`config.mk`:
```
export PLATFORM = sky130hd
export DESIGN_NAME = umul_laccp_q_flat
export DESIGN_NICKNAME = d
export VERILOG_FILES = /design/src/rtl/umul_laccp_q_if.sv /design/src/rtl/umul_laccp_q.sv /design/src/flat_wrapper.sv
export SDC_FILE = /design/constraint.sdc
export NUM_CORES = 1
export LEC_CHECK = 0
export BUFFER_PORTS_ARGS = -buffer_cell sky130_fd_sc_hd__buf_2
export CAP_MARGIN = 20
export CORE_UTILIZATION = 28
export CTS_CLUSTER_SIZE = 20
export DETAILED_ROUTE_END_ITERATION = 8
export GPL_TIMING_DRIVEN = 0
export PLACE_DENSITY = 0.52
export SKIP_CTS_REPAIR_TIMING = 1
export SYNTH_ARGS = -nofsm -noshare
export SYNTH_HDL_FRONTEND = slang
export SYNTH_SLANG_ARGS = --single-unit
```
`constraint.sdc`:
```
create_clock -name clk -period 7.27 [get_ports clk]
set_clock_uncertainty 0.05 [all_clocks]
set_input_delay 1.454 -clock clk [delete_from_list [all_inputs] [get_ports clk]]
set_output_delay 1.454 -clock clk [all_outputs]
set_load 0.05 [all_outputs]
```
`src/rtl/umul_laccp_q_if.sv`:
```
// Operand/result bundle for the iterative unsigned fixed-point multiplier.
interface umul_laccp_q_if #(
  parameter int DW = 16,
  parameter int QI = 16,
  parameter int QF = 8,
  parameter int OW = 24
);
  logic          start;
  logic [DW-1:0] multiplicand;
  logic [QI-1:0] q_int;
  logic [QF-1:0] q_frac;
  logic          busy;
  logic          valid;
  logic          overflow;
  logic [OW-1:0] product;
  logic [QF-1:0] product_frac;

  modport master (
    output start, multiplicand, q_int, q_frac,
    input  busy, valid, overflow, product, product_frac
  );

  modport slave (
    input  start, multiplicand, q_int, q_frac,
    output busy, valid, overflow, product, product_frac
  );
endinterface

```
`src/rtl/umul_laccp_q.sv`:
```
// Unsigned integer x unsigned QI.QF multiplier, shift-add one multiplier bit
// per cycle (LSB first). Integer result optionally rounded and saturated to OW
// bits; fractional result always truncated.
module umul_laccp_q #(
  parameter int DW    = 16,
  parameter int QI    = 16,
  parameter int QF    = 8,
  parameter int OW    = 24,
  parameter int ROUND = 0
) (
  input  logic           clk,
  input  logic           rst,
  umul_laccp_q_if.slave  bus
);
  localparam int QW = QI + QF;
  localparam int PW = DW + QW;
  localparam int CW = $clog2(QW + 1);
  localparam int IW = DW + QI + 1;

  typedef enum logic {S_IDLE, S_RUN} state_t;

  state_t        state_q, state_d;
  logic [DW-1:0] mcand_q, mcand_d;
  logic [QW-1:0] mplr_q, mplr_d;
  logic [PW-1:0] acc_q, acc_d;
  logic [CW-1:0] cnt_q, cnt_d;
  logic          valid_q, valid_d;
  logic          ovf_q, ovf_d;
  logic [OW-1:0] prod_q, prod_d;
  logic [QF-1:0] frac_q, frac_d;

  logic [DW-1:0] addend;
  logic [DW:0]   sum;
  logic [PW-1:0] acc_step;
  logic          rnd_bit;
  logic [IW-1:0] int_full;
  logic          ovf_next;
  logic [OW-1:0] prod_next;

  // One shift-add step on the upper accumulator half, plus rounding and
  // saturation of the step result (used only on the last bit).
  // The adder carry becomes the new MSB, so after QW steps acc holds the
  // exact DW+QW-bit product with no extra width.
  always_comb begin
    addend    = mplr_q[0] ? mcand_q : '0;
    sum       = {1'b0, acc_q[PW-1:QW]} + {1'b0, addend};
    acc_step  = {sum, acc_q[QW-1:1]};
    rnd_bit   = (ROUND != 0) ? acc_step[QF-1] : 1'b0;
    int_full  = {1'b0, acc_step[PW-1:QF]} + {{(IW-1){1'b0}}, rnd_bit};
    ovf_next  = |(int_full >> OW);
    prod_next = ovf_next ? '1 : int_full[OW-1:0];
  end

  // Control: IDLE accepts start and loads operands; RUN processes one bit per
  // edge and issues valid with the registered result on the last bit.
  always_comb begin
    state_d = state_q;
    mcand_d = mcand_q;
    mplr_d  = mplr_q;
    acc_d   = acc_q;
    cnt_d   = cnt_q;
    valid_d = 1'b0;
    ovf_d   = ovf_q;
    prod_d  = prod_q;
    frac_d  = frac_q;
    case (state_q)
      S_IDLE: begin
        if (bus.start) begin
          state_d = S_RUN;
          mcand_d = bus.multiplicand;
          mplr_d  = {bus.q_int, bus.q_frac};
          acc_d   = '0;
          cnt_d   = CW'(QW);
        end
      end
      S_RUN: begin
        acc_d  = acc_step;
        mplr_d = mplr_q >> 1;
        cnt_d  = cnt_q - CW'(1);
        if (cnt_q == CW'(1)) begin
          state_d = S_IDLE;
          valid_d = 1'b1;
          ovf_d   = ovf_next;
          prod_d  = prod_next;
          frac_d  = acc_step[QF-1:0];
        end
      end
      default: state_d = S_IDLE;
    endcase
  end

  // State and datapath registers with synchronous reset.
  always_ff @(posedge clk) begin
    if (rst) begin
      state_q <= S_IDLE;
      mcand_q <= '0;
      mplr_q  <= '0;
      acc_q   <= '0;
      cnt_q   <= '0;
      valid_q <= 1'b0;
      ovf_q   <= 1'b0;
      prod_q  <= '0;
      frac_q  <= '0;
    end else begin
      state_q <= state_d;
      mcand_q <= mcand_d;
      mplr_q  <= mplr_d;
      acc_q   <= acc_d;
      cnt_q   <= cnt_d;
      valid_q <= valid_d;
      ovf_q   <= ovf_d;
      prod_q  <= prod_d;
      frac_q  <= frac_d;
    end
  end

  assign bus.busy         = (state_q == S_RUN);
  assign bus.valid        = valid_q;
  assign bus.overflow     = ovf_q;
  assign bus.product      = prod_q;
  assign bus.product_frac = frac_q;
endmodule
```
`src/flat_wrapper.sv`:
```
// flat-port wrapper written by rule: the top's interface ports become plain ports
module umul_laccp_q_flat 
#(
  parameter int DW    = 16,
  parameter int QI    = 16,
  parameter int QF    = 8,
  parameter int OW    = 24,
  parameter int ROUND = 0
)
  (clk, rst, bus_start, bus_multiplicand, bus_q_int, bus_q_frac, bus_busy, bus_valid, bus_overflow, bus_product, bus_product_frac);
  umul_laccp_q_if #(.DW(DW), .QI(QI), .QF(QF), .OW(OW)) bus_i ();
  input  logic clk;
  input  logic rst;
  input wire logic [$bits(bus_i.start)-1:0] bus_start;
  input wire logic [$bits(bus_i.multiplicand)-1:0] bus_multiplicand;
  input wire logic [$bits(bus_i.q_int)-1:0] bus_q_int;
  input wire logic [$bits(bus_i.q_frac)-1:0] bus_q_frac;
  output wire logic [$bits(bus_i.busy)-1:0] bus_busy;
  output wire logic [$bits(bus_i.valid)-1:0] bus_valid;
  output wire logic [$bits(bus_i.overflow)-1:0] bus_overflow;
  output wire logic [$bits(bus_i.product)-1:0] bus_product;
  output wire logic [$bits(bus_i.product_frac)-1:0] bus_product_frac;
  assign bus_i.start = bus_start;
  assign bus_i.multiplicand = bus_multiplicand;
  assign bus_i.q_int = bus_q_int;
  assign bus_i.q_frac = bus_q_frac;
  assign bus_busy = bus_i.busy;
  assign bus_valid = bus_i.valid;
  assign bus_overflow = bus_i.overflow;
  assign bus_product = bus_i.product;
  assign bus_product_frac = bus_i.product_frac;
  umul_laccp_q #(.DW(DW), .QI(QI), .QF(QF), .OW(OW), .ROUND(ROUND)) u_core (.clk(clk), .rst(rst), .bus(bus_i));
endmodule
```
Word-level counts from Yosys, hierarchy flattened
Index checks and enable logic that the tools add are counted.
{"block": "op_classes", "n_addsub": 2, "n_eq_ne": 2, "n_mux": 12, "bitwise": 1, "n_reduce_logical": 4}
{"operator": "40-bit one-hot mux with 2 select lines", "n": 1}
{"operator": "24-bit two-way mux", "n": 2}
{"operator": "24-bit one-hot mux with 2 select lines", "n": 1}
{"operator": "40-bit two-way mux", "n": 1}
{"operator": "16-bit by 16-bit adder with 17-bit output", "n": 1}
{"operator": "16-bit two-way mux", "n": 1}
{"operator": "5-bit one-hot mux with 2 select lines", "n": 1}
{"operator": "8-bit OR reduction", "n": 1}
{"operator": "5-bit by 1-bit equality test with 1-bit output, second input constant", "n": 1}
{"operator": "5-bit two-way mux", "n": 1}
{"operator": "5-bit by 1-bit subtractor with 5-bit output, second input constant", "n": 1}
{"operator": "2-bit AND reduction", "n": 2}
{"operator": "1-bit two-way mux", "n": 3}
{"operator": "2-bit != test, second input constant", "n": 1}
{"operator": "1-bit one-hot mux with 2 select lines", "n": 1}
{"operator": "2-bit OR reduction", "n": 1}
{"operator": "1-bit NOT", "n": 1}
{"block": "word_totals", "reg_bits": 120, "inputBits": 43, "out_inout_bits": 35, "wordCells": 30}

Longest topological paths before layout
{"block": "depth", "word_depth": 4, "mapped_depth": 12, "ltp_nobuf": 11}

Worst setup path after synthesis
No wires, ideal clock.
{"block": "synth_timing", "path_type": "input port to flip-flop", "from": "input port bus_start", "to": "register u_core.mplr_q[10]", "setup_time_ns": 0.128, "t_arrival_ns": 2.734, "required_time_ns": 7.092, "setup_slack_ns": 4.359, "stages": 6, "n_path_buf": 2, "path_cell_list": "clkbuf_1 buf_1 mux2i_1 nor2_1 a21oi_1 nor2_1"}
{"block": "synth_between", "elab_chain_len": 1}
{"element": "from (decl)", "line_no": "flat_wrapper.sv:14", "rtl": "input wire logic [$bits(bus_i.start)-1:0] bus_start;"}
{"element": "2-bit != test (no source line)"}
{"element": "to (signal assigned)", "line_no": "umul_laccp_q.sv:107", "rtl": "mplr_q <= mplr_d;"}
{"element": "to (decl)", "line_no": "umul_laccp_q.sv:24", "rtl": "logic [QW-1:0] mplr_q, mplr_d;"}
Every way passes these cells.
A chain may end at the register's enable or synchronous reset.

Worst setup path after layout
{"block": "layout_timing", "from": "register u_core.mplr_q[0]", "to": "register u_core.prod_q[21], in the netlist u_core.bus.product[21]"}
{"block": "layout_between", "elab_chain_len": 4}
{"element": "16-bit two-way mux (*)", "line_no": "umul_laccp_q.sv:45", "rtl": "addend = mplr_q[0] ? mcand_q : '0;"}
{"element": "16-bit by 16-bit adder with 17-bit output (*)", "line_no": "umul_laccp_q.sv:46", "rtl": "sum = {1'b0, acc_q[PW-1:QW]} + {1'b0, addend};"}
{"element": "8-bit OR reduction", "line_no": "umul_laccp_q.sv:50", "rtl": "ovf_next = |(int_full >> OW);"}
{"element": "24-bit two-way mux (*)", "line_no": "umul_laccp_q.sv:51", "rtl": "prod_next = ovf_next ? '1 : int_full[OW-1:0];"}
{"element": "to (signal assigned)", "line_no": "umul_laccp_q.sv:112", "rtl": "prod_q <= prod_d;"}
{"element": "to (decl)", "line_no": "umul_laccp_q.sv:29", "rtl": "logic [OW-1:0] prod_q, prod_d;"}
Mark *: on every way between the ends. The rest lies on a longest branch, timed or not.

==> impl_metrics.tcl <==
set metrics [dict create \
    pin_count 78 \
    r2r-end "u_core.bus.product[21]" \
    synth_edf_count 0 \
    floorplan.core_area_sq_mm 0.0196 \
    timing.slew.headroom_pct 51.8 \
    first_pass_iters 5 \
    final-setup-viol-count 0 \
    grt_start_max_net_pins 17 \
    postSynthRegisterBits 119 \
    critical_path.max_fanout 10 \
    die_w_um 144 \
    clock_latency_ps 420 \
    gr-usage-met1_pct 21.3 \
    cellInternalPower_mw 1.24 \
    synthDominantAreaCellType "sky130_fd_sc_hd__dfxtp_1" \
    ir_drop_mv 0.186 \
    dr_total_vias 4973 \
    clockRootBuffer "sky130_fd_sc_hd__clkbuf_16" \
    tritoncts_clock_tree "done" \
    layout_worst_path_cycle_share_pct 48.7 \
    cts_made_buffers 17 \
    reg2reg_depth 11 \
    synth-main-ff-cell "sky130_fd_sc_hd__dfxtp_1" \
    clk_pin_slew_worst_paths_ps 60 \
    timing.reg2reg.setup_slack_ps 3730 \
    drive_above_1_share_pct 16.5 \
    finalWorstPathRequiredPeriod_ps 3540 \
    synthDistinctLibCells 55 \
    detailedRoute.firstIterationViolations 244 \
    design_area_sq_mm 0.00692 \
    die_h_um 144 \
    detail_route.vias_per_cell 4.67 \
    final_common_cell "sky130_fd_sc_hd__nor2_1" \
    timing.max_cap.violations 0 \
    crit_path_end "u_core.bus.product[21]" \
    fmax_mhz 283 \
    postPlaceCellArea_sq_mm 0.00633 \
    grt_busiest_layer "met2" \
    pwr_density_cell_mw_per_mm2 239 \
    worst_setup_path_start_kind "flip-flop" \
    start_util_pct 28.7 \
    antenna_cells 0 \
    numClockSinks 119 \
    synth_nets 753 \
    final_nets 848 \
    area_of_the_die_sq_mm 0.0207 \
    p_sw_share_pct 25.1 \
    combinationalPowerShare_pct 8.5 \
    syn-cell-area_sq_mm 0.00562 \
    synth_top_cells_by_area "sky130_fd_sc_hd__dfxtp_1, sky130_fd_sc_hd__nor2_1, sky130_fd_sc_hd__a21oi_1" \
    antenna_violations_before_repair 0 \
    clock_tree.buffer_depth 2 \
    gp_congestion 0.890 \
    globalRouteMet2Util_pct 25.2 \
    power.total_mw 1.65 \
    htree_num_levels 4 \
    wire_length_of_the_first_global_routing_pass_um 25000 \
    synth_top_area_share_pct 42.4 \
    timing.critical_path.from "u_core.mplr_q[0]" \
    met3_use_gr_pct 3.50 \
    non_filler_cells_final 1064 \
    hold_wc_path_type "flip-flop to flip-flop" \
    crit-reg2reg-launch "u_core.mplr_q[0]" \
    end_kind "flip-flop" \
    ys_seq_area_share_pct 42.4 \
    dpl.cell_count 1032 \
    globalRouteTotalUtil_pct 16.1 \
    critPathKind "flip-flop to flip-flop" \
    ys_async_sr_fraction_pct 0 \
    net-switching-power_uw 415 \
    hpwl_um 11400 \
    route.final.wire_length_um 15600 \
    synthesis.instances 691 \
    synthToLayoutAreaGrowth_pct 23.1 \
    total_leakage_power_nw 3.05 \
    setup_tns_ps 0 \
    crit_required_ps 7530 \
    fraction_of_the_core_area_covered_by_cells_at_the_end_of_the_flow_pct 35.3 \
    grt.overflow.total 0 \
    worst-slew-pin-transition_ps 722 \
    run_status "complete, no violations" \
    io_buffers 76 \
    first_global_vias 4783 \
    placementRows 51 \
    drv_slew 0 \
    avgRoutedWirePerCell_um 14.7 \
    remaining_drc_errors 0 \
    arrival_worst_endpoint_ps 3790 \
    mostFrequentLayoutCells "sky130_fd_sc_hd__nor2_1, sky130_fd_sc_hd__dfxtp_1, sky130_fd_sc_hd__a21oi_1, sky130_fd_sc_hd__buf_2, sky130_fd_sc_hd__nand2_1" \
    syn-mean-instance-area_sq_um 8.14 \
    hold_viol_final 0 \
    yosysWarningCount 0 \
    pwr-share-seq_pct 41.4 \
    setup_repair_after_global_routing_missed_its_margin "false" \
    clock_power_share_pct 50.1 \
    final_antenna_net_count 0 \
    layout.filler_cells 2105 \
]
## state kept, by name (all words and copies together), names as in the netlist
name and count:
u_core.bus.overflow 1, u_core.bus.product_frac 8, u_core.acc_q 39, u_core.mcand_q 16
u_core.bus.valid 1, u_core.cnt_q 5, u_core.mplr_q 24, u_core.bus.busy 1
u_core.bus.product 24
## through the flow
step	worst slack (ps)	hold slack, ps
floorplan	4360	377
global placement	3670	388
detailed placement	3710	394
CTS	3680	401
global route	3500	426
finish	3730	399
## power groups by stage
stage,Sequential (mW),Clock (mW),Combinational (mW)
3_3_place_gp,0.699,0,0.141
6_report,0.685,0.828,0.140
2_1_floorplan,0.709,0,0.0825
5_1_grt,0.688,0.878,0.157
3_5_place_dp,0.699,0,0.141
4_1_cts,0.685,0.844,0.142
## worst min path at each step
stage | endpoint | startpoint | cells past startpoint | slack, ps
final | u_core.bus.product_frac[0] | u_core.bus.product_frac[0] | 2 | 400
after global routing | u_core.bus.product_frac[2] | u_core.bus.product_frac[2] | 2 | 430
after CTS | u_core.bus.product_frac[0] | u_core.bus.product_frac[0] | 2 | 400
after detailed placement | u_core.bus.product_frac[0] | u_core.bus.product_frac[0] | 2 | 390
after global placement | u_core.mcand_q[0] | u_core.mcand_q[0] | 2 | 390
after floorplan | u_core.bus.product_frac[0] | u_core.acc_q[1] | 2 | 380
## worst max-delay path, stage by stage (launching register included)
cell and delay, ps:
sky130_fd_sc_hd__dfxtp_1 510, sky130_fd_sc_hd__clkbuf_1 330, sky130_fd_sc_hd__and2_1 190, sky130_fd_sc_hd__ha_1 280, sky130_fd_sc_hd__a21oi_1 320, sky130_fd_sc_hd__o211ai_1 240, sky130_fd_sc_hd__and3_1 240, sky130_fd_sc_hd__or3_1 380
sky130_fd_sc_hd__a21oi_2 200, sky130_fd_sc_hd__nand4_4 190, sky130_fd_sc_hd__buf_6 220, sky130_fd_sc_hd__o31a_1 260
## cells by family after synthesis
kind of cell | count (synthesis) | share of synthesized area [%]
AO/OA/AOI/OAI | 172 | 19.9
XOR/XNOR | 8 | 1.25
adder cells (fa/ha/maj) | 19 | 4.36
buffers and inverters | 61 | 4.76
flip-flops | 119 | 42.4
multiplexers | 25 | 4.45
AND/OR/NAND/NOR | 287 | 22.9
## per-layer routing
metal	vias to the layer above	share of wire [%]
met5	-	0
met4	0	1.5
met3	16	4.2
met2	94	46
met1	2280	49
li1	2583	-
## synth_stat cells, types with 2 or more instances
| cell type | count |
|---|---|
| sky130_fd_sc_hd__a211oi_1 | 2 |
| sky130_fd_sc_hd__a21o_1 | 8 |
| sky130_fd_sc_hd__a21oi_1 | 99 |
| sky130_fd_sc_hd__a31oi_1 | 4 |
| sky130_fd_sc_hd__and2_1 | 17 |
| sky130_fd_sc_hd__and3_1 | 35 |
| sky130_fd_sc_hd__buf_1 | 5 |
| sky130_fd_sc_hd__buf_6 | 5 |
| sky130_fd_sc_hd__clkbuf_1 | 38 |
| sky130_fd_sc_hd__dfxtp_1 | 119 |
| sky130_fd_sc_hd__ha_1 | 18 |
| sky130_fd_sc_hd__inv_1 | 11 |
| sky130_fd_sc_hd__mux2i_1 | 25 |
| sky130_fd_sc_hd__nand2_1 | 60 |
| sky130_fd_sc_hd__nand3_1 | 8 |
| sky130_fd_sc_hd__nand4_1 | 3 |
| sky130_fd_sc_hd__nor2_1 | 147 |
| sky130_fd_sc_hd__nor3_1 | 9 |
| sky130_fd_sc_hd__o211ai_1 | 2 |
| sky130_fd_sc_hd__o21a_1 | 3 |
| sky130_fd_sc_hd__o21ai_0 | 7 |
| sky130_fd_sc_hd__o21ba_2 | 3 |
| sky130_fd_sc_hd__o21bai_1 | 2 |
| sky130_fd_sc_hd__o31a_1 | 20 |
| sky130_fd_sc_hd__o31a_2 | 5 |
| sky130_fd_sc_hd__xnor2_1 | 6 |
| sky130_fd_sc_hd__xor2_1 | 2 |
## cell type report
class / count / area (sq um) / share of cell area (%)
Buffer: 49 / 223 / 3.22
Clock buffer: 20 / 457 / 6.60
Clock inverter: 12 / 128 / 1.84
Inverter: 12 / 45.0 / 0.651
Multi-Input combinational cell: 511 / 2970 / 43.0
Sequential cell: 119 / 2380 / 34.4
Tap cell: 265 / 332 / 4.79
Timing Repair Buffer: 76 / 380 / 5.50
Power figures use the tool's default switching activity.
